===== config.mk =====
export PLATFORM = sky130hd
export DESIGN_NAME = branch_resolve_unit
export DESIGN_NICKNAME = d
export VERILOG_FILES = /design/src/rtl/branch_resolve_unit.sv
export SDC_FILE = /design/constraint.sdc
export NUM_CORES = 1
export LEC_CHECK = 0
export BUFFER_PORTS_ARGS = -buffer_cell sky130_fd_sc_hd__buf_4
export CORE_MARGIN = 10
export CORE_UTILIZATION = 25
export DETAILED_ROUTE_END_ITERATION = 8
export SYNTH_ARGS = -nofsm -noshare
export SYNTH_HDL_FRONTEND = slang
export SYNTH_SLANG_ARGS = --single-unit

===== constraint.sdc =====
create_clock -name clk -period 17.95 [get_ports clk]
set_input_delay 1.795 -clock clk [delete_from_list [all_inputs] [get_ports clk]]
set_output_delay 1.795 -clock clk [all_outputs]
set_load 0.02 [all_outputs]

===== src/rtl/branch_resolve_unit.sv =====
// Resolves executed branches against their predictions, pulses a fetch redirect on a
// mispredict, and queues every resolved branch for draining onto the predictor training port.
module branch_resolve_unit #(
  parameter int DEPTH = 4
) (
  input  logic        clk,
  input  logic        reset,
  input  logic        ex_valid,
  output logic        ex_ready,
  input  logic [31:0] ex_pc,
  input  logic [1:0]  ex_type,
  input  logic        ex_taken,
  input  logic [31:0] ex_target,
  input  logic        ex_pred_taken,
  input  logic [31:0] ex_pred_target,
  input  logic [9:0]  ex_bhr,
  output logic        redirect_valid,
  output logic [31:0] redirect_pc,
  input  logic        fe_flush_ack,
  output logic        update_en,
  input  logic        update_ready,
  output logic [31:0] update_pc,
  output logic [9:0]  update_BHR,
  output logic [1:0]  update_type,
  output logic [31:0] update_BTA,
  output logic        branch_en,
  output logic        btb_write,
  output logic        tc_write,
  output logic [31:0] mispredict_count
);
  localparam int AW = $clog2(DEPTH);

  typedef enum logic [1:0] {RUN, REDIRECT, WAIT_FLUSH} state_t;

  typedef struct packed {
    logic [31:0] pc;
    logic [9:0]  bhr;
    logic [1:0]  typ;
    logic [31:0] target;
    logic        taken;
    logic        btb;
    logic        tc;
  } entry_t;

  entry_t        mem_q [DEPTH];
  state_t        state_q, state_d;
  logic [AW-1:0] wr_ptr_q, wr_ptr_d, rd_ptr_q, rd_ptr_d;
  logic [AW:0]   count_q, count_d;
  logic [31:0]   redirect_pc_q, redirect_pc_d;
  logic [31:0]   mis_cnt_q, mis_cnt_d;
  logic          full, empty, push, pop, mispredict;
  entry_t        new_e, out_e;

  assign full       = (count_q == (AW+1)'(DEPTH));
  assign empty      = (count_q == '0);
  assign ex_ready   = ~full & (state_q == RUN);
  assign push       = ex_valid & ex_ready;
  assign pop        = ~empty & update_ready;
  assign mispredict = (ex_taken != ex_pred_taken) | (ex_taken & (ex_target != ex_pred_target));

  always_comb begin
    new_e        = '0;
    new_e.pc     = ex_pc;
    new_e.bhr    = ex_bhr;
    new_e.typ    = ex_type;
    new_e.target = ex_target;
    new_e.taken  = ex_taken;
    new_e.btb    = ex_taken & (ex_type != 2'b10) & ((ex_pred_target != ex_target) | ~ex_pred_taken);
    new_e.tc     = ex_taken & (ex_type == 2'b11);
  end

  // Head is masked while empty so stale storage never leaks onto the training port.
  always_comb begin
    out_e = empty ? '0 : mem_q[rd_ptr_q];
  end

  assign update_en        = ~empty;
  assign update_pc        = out_e.pc;
  assign update_BHR       = out_e.bhr;
  assign update_type      = out_e.typ;
  assign update_BTA       = out_e.target;
  assign branch_en        = out_e.taken;
  assign btb_write        = out_e.btb;
  assign tc_write         = out_e.tc;
  assign redirect_valid   = (state_q == REDIRECT);
  assign redirect_pc      = redirect_pc_q;
  assign mispredict_count = mis_cnt_q;

  always_comb begin
    state_d       = state_q;
    redirect_pc_d = redirect_pc_q;
    mis_cnt_d     = mis_cnt_q;
    wr_ptr_d      = wr_ptr_q + AW'(push);
    rd_ptr_d      = rd_ptr_q + AW'(pop);
    count_d       = count_q + (AW+1)'(push) - (AW+1)'(pop);
    case (state_q)
      RUN: begin
        if (push && mispredict) begin
          state_d       = REDIRECT;
          redirect_pc_d = ex_taken ? ex_target : ex_pc + 32'd4;
          mis_cnt_d     = mis_cnt_q + 32'd1;
        end
      end
      REDIRECT:   state_d = WAIT_FLUSH;
      WAIT_FLUSH: if (fe_flush_ack) state_d = RUN;
      default:    state_d = RUN;
    endcase
  end

  always_ff @(posedge clk) begin
    if (reset) begin
      state_q       <= RUN;
      wr_ptr_q      <= '0;
      rd_ptr_q      <= '0;
      count_q       <= '0;
      redirect_pc_q <= '0;
      mis_cnt_q     <= '0;
    end else begin
      state_q       <= state_d;
      wr_ptr_q      <= wr_ptr_d;
      rd_ptr_q      <= rd_ptr_d;
      count_q       <= count_d;
      redirect_pc_q <= redirect_pc_d;
      mis_cnt_q     <= mis_cnt_d;
    end
  end

  always_ff @(posedge clk) begin
    if (push) mem_q[wr_ptr_q] <= new_e;
  end
endmodule


* Word-level counts from Yosys, hierarchy flattened
Memories as Yosys holds them, arrays and structs flattened. A register that Yosys moved wholly into a read port is not among the register bits.
Cells that the tools add are included.
** Cells by class
- $add $sub $neg :: 6
- Multipliers :: 0
- Div/mod/pow operators :: 0
- $lt $le $gt $ge :: 0
- Equality and inequality tests :: 10
- Shift operators :: 0
- Muxes and demuxes :: 8
- Bitwise gates (word level) :: 12
- Reductions and logical operators :: 5
** Operators with widths (count)
- $mux 79 :: 1
- $ne 32x32->1 :: 2
- $add 32x1->32 const B :: 1
- $add 32x3->32 const B :: 1
- $mux 32 :: 1
- $and 1x1->1 :: 7
- $mux 2 :: 3
- $pmux 2 s3 :: 1
- $add 2x1->2 :: 2
- $eq 2x2->1 const B :: 2
- $ne 2x2->1 const B :: 2
- $reduce_and 2->1 :: 2
- $add 3x1->3 :: 1
- $eq 3x3->1 const B :: 1
- $logic_not 3->1 :: 1
- $not 1->1 :: 3
- $sub 3x1->3 :: 1
- $eq 2x1->1 const B :: 1
- $logic_not 2->1 :: 1
- $mux 1 :: 2
- $ne 2x1->1 const B :: 1
- $or 1x1->1 :: 2
- $logic_and 1x1->1 :: 1
- $ne 1x1->1 :: 1
** Word-level totals
- Register bits :: 73
- Bits in latches :: 0
- Bits in writable memories :: 316
- Memory bits (read-only) :: 0
- Output and inout bits :: 146
- Logic and storage cells :: 48
- Memories kept :: 1
** Memories
- mem_q :: depth 4, width 79, rd ports 1, clocked after Yosys merged registers in 1, wr ports 1, line 45 : entry_t mem_q [DEPTH];

* Longest topological paths before layout
- Depth after elaboration :: 7
- Mapped depth :: 11
- Depth with buffers taken out :: 11

* Worst setup path after synthesis
OpenSTA, ideal clock, no wires.
- Path type :: input-to-reg
- Start point :: input ex_valid
- End point :: memory mem_q[0][0] in the netlist's numbering, enable pin
- Arrival :: 7.278 ns
- Path slack :: 10.058 ns
- Stages :: 2
- Buffers on the path :: 0
- Path through :: nand2_1 -> nor3_1
** Between the ends
- Longest elaborated chain between the ends :: 3
** RTL lines
- start, declared :: line 8 : input logic ex_valid,
- $and 1x1->1 :: line 57 : assign push = ex_valid & ex_ready;
- $mux 1 :: line 129 : if (push) mem_q[wr_ptr_q] <= new_e;
- $mux 1 (not written as such) :: line 129
- end, declared :: line 45
Every way passes these cells.

==> results.txt <==
Status -> completed
Final Hold Viols -> 0
YS warnings -> 0
Layout fillers -> 6514
Max-slew violation count -> 0
Beginning of the worst register-to-register path -> count_q[1]
Hold buffer count at cts -> 0
Vias per std cell -> 4.774
1st-pass router iterations -> 5
Register area share after synthesis -> 66.24%
Total Routing Usage GR -> 13.63%
GRT overflow -> 0
Synth area leaders -> edfxtp_1, mux4_2, dfxtp_1
HPWL after DPL -> 37.60 mm
Ys async rst share -> 0%
Clock root buffer -> clkbuf_16
Layout cells sized above 1 -> 32.67%
CTS tree -> yes
Placeable core area -> 65630 um2
First-pass GRT wire length -> 77.05 mm
# IOs -> 261
Post-CTS Setup Bufs -> 0
R2R cell count -> 7
Yosys top cell by area -> edfxtp_1
Cell with the most instances after synthesis -> edfxtp_1
Die area -> 76810 um2
Cell Chain, Critical Path -> buf_4, buf_4, mux4_2, and2_1, buf_4
Data arrival, critical path -> 3.47 ns
# setup viols final -> 0
Port Buf Inserts -> 260
Crit end category -> output port
CP Launch Point -> rd_ptr_q[0]
Initial antenna violation count -> 8
Commonest cells in the netlist -> edfxtp_1, and2_1, mux4_2
CTS sink cnt -> 389
Synthesis-to-layout area growth -> 26.20%
DR DRC count -> 0
Die Height -> 277.2 um
Mapped Cells -> 1065
Final period util -> 29.35%
Vias -> 10590
RSZ-0062 raised after global routing -> false
Worst Max-Slew Pin Slew -> 1.118 ns
CTS resizes -> 0
Tightest Hold Check Type -> reg -> reg
Row cnt -> 94
Synthesized area per cell -> 15.52 um2
Yosys cell types -> 56
Final TNS setup -> 0 ns
Hold Startpoint -> redirect_pc[9]
Clock buffer count from CTS -> 46
WS Path Type -> reg -> out
CP endpoint -> update_BTA[13]
Die width -> 277.2 um
Worst setup SP type -> flip-flop
Starting Density -> 25.19%
Reg area -> 10960 um2
Worst-Skew Late Latency -> 0.58 ns
CTS H-tree depth -> 2
Fin nets -> 1441
Reg2reg setup slack -> 14.20 ns
Wirelength per Cell -> 24.35 um
Largest stage delay, worst path -> 0.74 ns
Period minus WS final -> 5.268 ns
Syn Nets -> 1187
Longest Clk Path Bufs -> 3
Largest net degree at the start of global routing -> 82
Share of the synthesized area in the top cell type -> 57.40%
Post-detailed-routing wire length -> 54.01 mm
Total chip power -> 2.889 mW
Clock Skew -> 0.01759 ns
P_leak -> 7.037 nW
Max IR drop VDD -> 0.06322 mV
Worst path most repeated cell -> buf_4
Reg-to-Reg End -> mem_q[2][20]
Routed Antenna Nets -> 0
Number of global-route vias before repair -> 10810
Max Cap Violations -> 0
Max-slew headroom -> 25.30%
Top FF cell, synth -> edfxtp_1
Clk slew on worst S/H paths -> 0.06 ns
Multi-input combinational cell area -> 5283 um2
Peak Freq -> 189.8 MHz
EDFF count, synth -> 316
Pwr Density -> 138.5 nW/um2
Netlist Area Pre-Place -> 16530 um2
Crit-path max FO -> 40
DRT iter0 DRCs -> 837
Yosys reg bits -> 389
Req. time, crit path -> 16.15 ns
Crit-path slowest cell -> buf_4
Gpl congestion -> 0.8220
[worst min-delay path by stage]
stage                                  to  depth (start not counted)
after detailed placement   redirect_pc[7]                          1
after global placement     redirect_pc[5]                          1
after floorplan                state_q[0]                          1
after global routing      redirect_pc[31]                          2
after CTS                  redirect_pc[7]                          1
final                      redirect_pc[9]                          1
[stage by stage]
| stage | cell area (um2) | std cells | util (%) | hold WS (ns) | setup slack, ns |
|---|---|---|---|---|---|
| global placement | 19400 | 2135 | 29.56 | 0.4634 | 12.47 |
| floorplan | 16530 | 1065 | - | 0.4388 | 10.06 |
| detailed placement | 19400 | 2135 | 29.56 | 0.4707 | 12.44 |
| finish | 20860 | 2218 | 31.79 | 0.4875 | 12.68 |
| CTS | 20860 | 2217 | 31.79 | 0.4880 | 12.50 |
| global route | 20860 | 2217 | 31.79 | 0.5069 | 12.35 |
[kinds of logic after synthesis]
| kind of cell | Yosys count | synth area share (%) |
|---|---|---|
| and+or+nand+nor | 291 | 10.38 |
| buffers and inverters | 76 | 2.081 |
| adders and majority gates | 7 | 0.5752 |
| AOI/OAI and AO/OA | 146 | 5.760 |
| muxes | 93 | 11.63 |
| DFF | 389 | 66.24 |
| xor gates and xnor gates | 63 | 3.338 |
[power by group]
group          switching (mW)  internal, mW  total [mW]
Sequential             0.0336          1.08        1.11
Combinational           0.503         0.367       0.870
Clock                   0.379         0.526       0.905
Total                   0.916          1.97        2.89
[area by class of cell]
cell class              count  area share [%]
multi-input cells         600           25.32
well taps                 864           5.181
flip-flops and latches    389           52.52
clock buffers              53           5.745
repair buffers            272           9.787
inverters                  10          0.1799
clock inverters            29           1.253
diodes                      1         0.01199
[sequential cells by signal (all words and copies together), names as in the netlist]
register and cells:
mem_q 316, mispredict_count 32, redirect_pc 32, count_q 3
rd_ptr_q 2, state_q 2, wr_ptr_q 2
[per-layer routing]
metal | up-vias | GRT usage (%) | routed length, um
met5 | - | 0 | 107
met4 | 16 | 2.927 | 917
met3 | 70 | 6.284 | 5882
met2 | 391 | 20.52 | 23960
met1 | 5382 | 17.62 | 23140
li1 | 4730 | - | -
[worst max-delay path, delay by kind of cell, from the launching register on]
family / cells / cell delay (ns)
buf+inv: 3 / 1.62
flops: 1 / 0.42
mux: 1 / 0.61
simple gates: 1 / 0.18
[placed cells by master (no fill, tap or decap), drive strengths merged, types with 8 or more instances in the layout]
cell | synthesis | routed
a21oi | 42 | 42
a31o | 13 | 13
and2 | 80 | 80
and3 | 12 | 12
buf | 25 | 272
clkbuf | 41 | 53
clkinv | 2 | 20
dfxtp | 73 | 73
edfxtp | 316 | 316
inv | 8 | 13
mux2i | 11 | 11
mux4 | 79 | 79
nand2 | 30 | 30
nand3 | 24 | 24
nand4 | 25 | 25
nor2 | 29 | 29
nor3 | 13 | 13
nor4 | 21 | 21
o211ai | 12 | 12
o21a | 9 | 9
o21ai | 31 | 31
o31ai | 23 | 23
or3 | 8 | 8
or4 | 24 | 24
xnor2 | 35 | 35
xor2 | 28 | 28
Power figures use the tool's default switching activity.
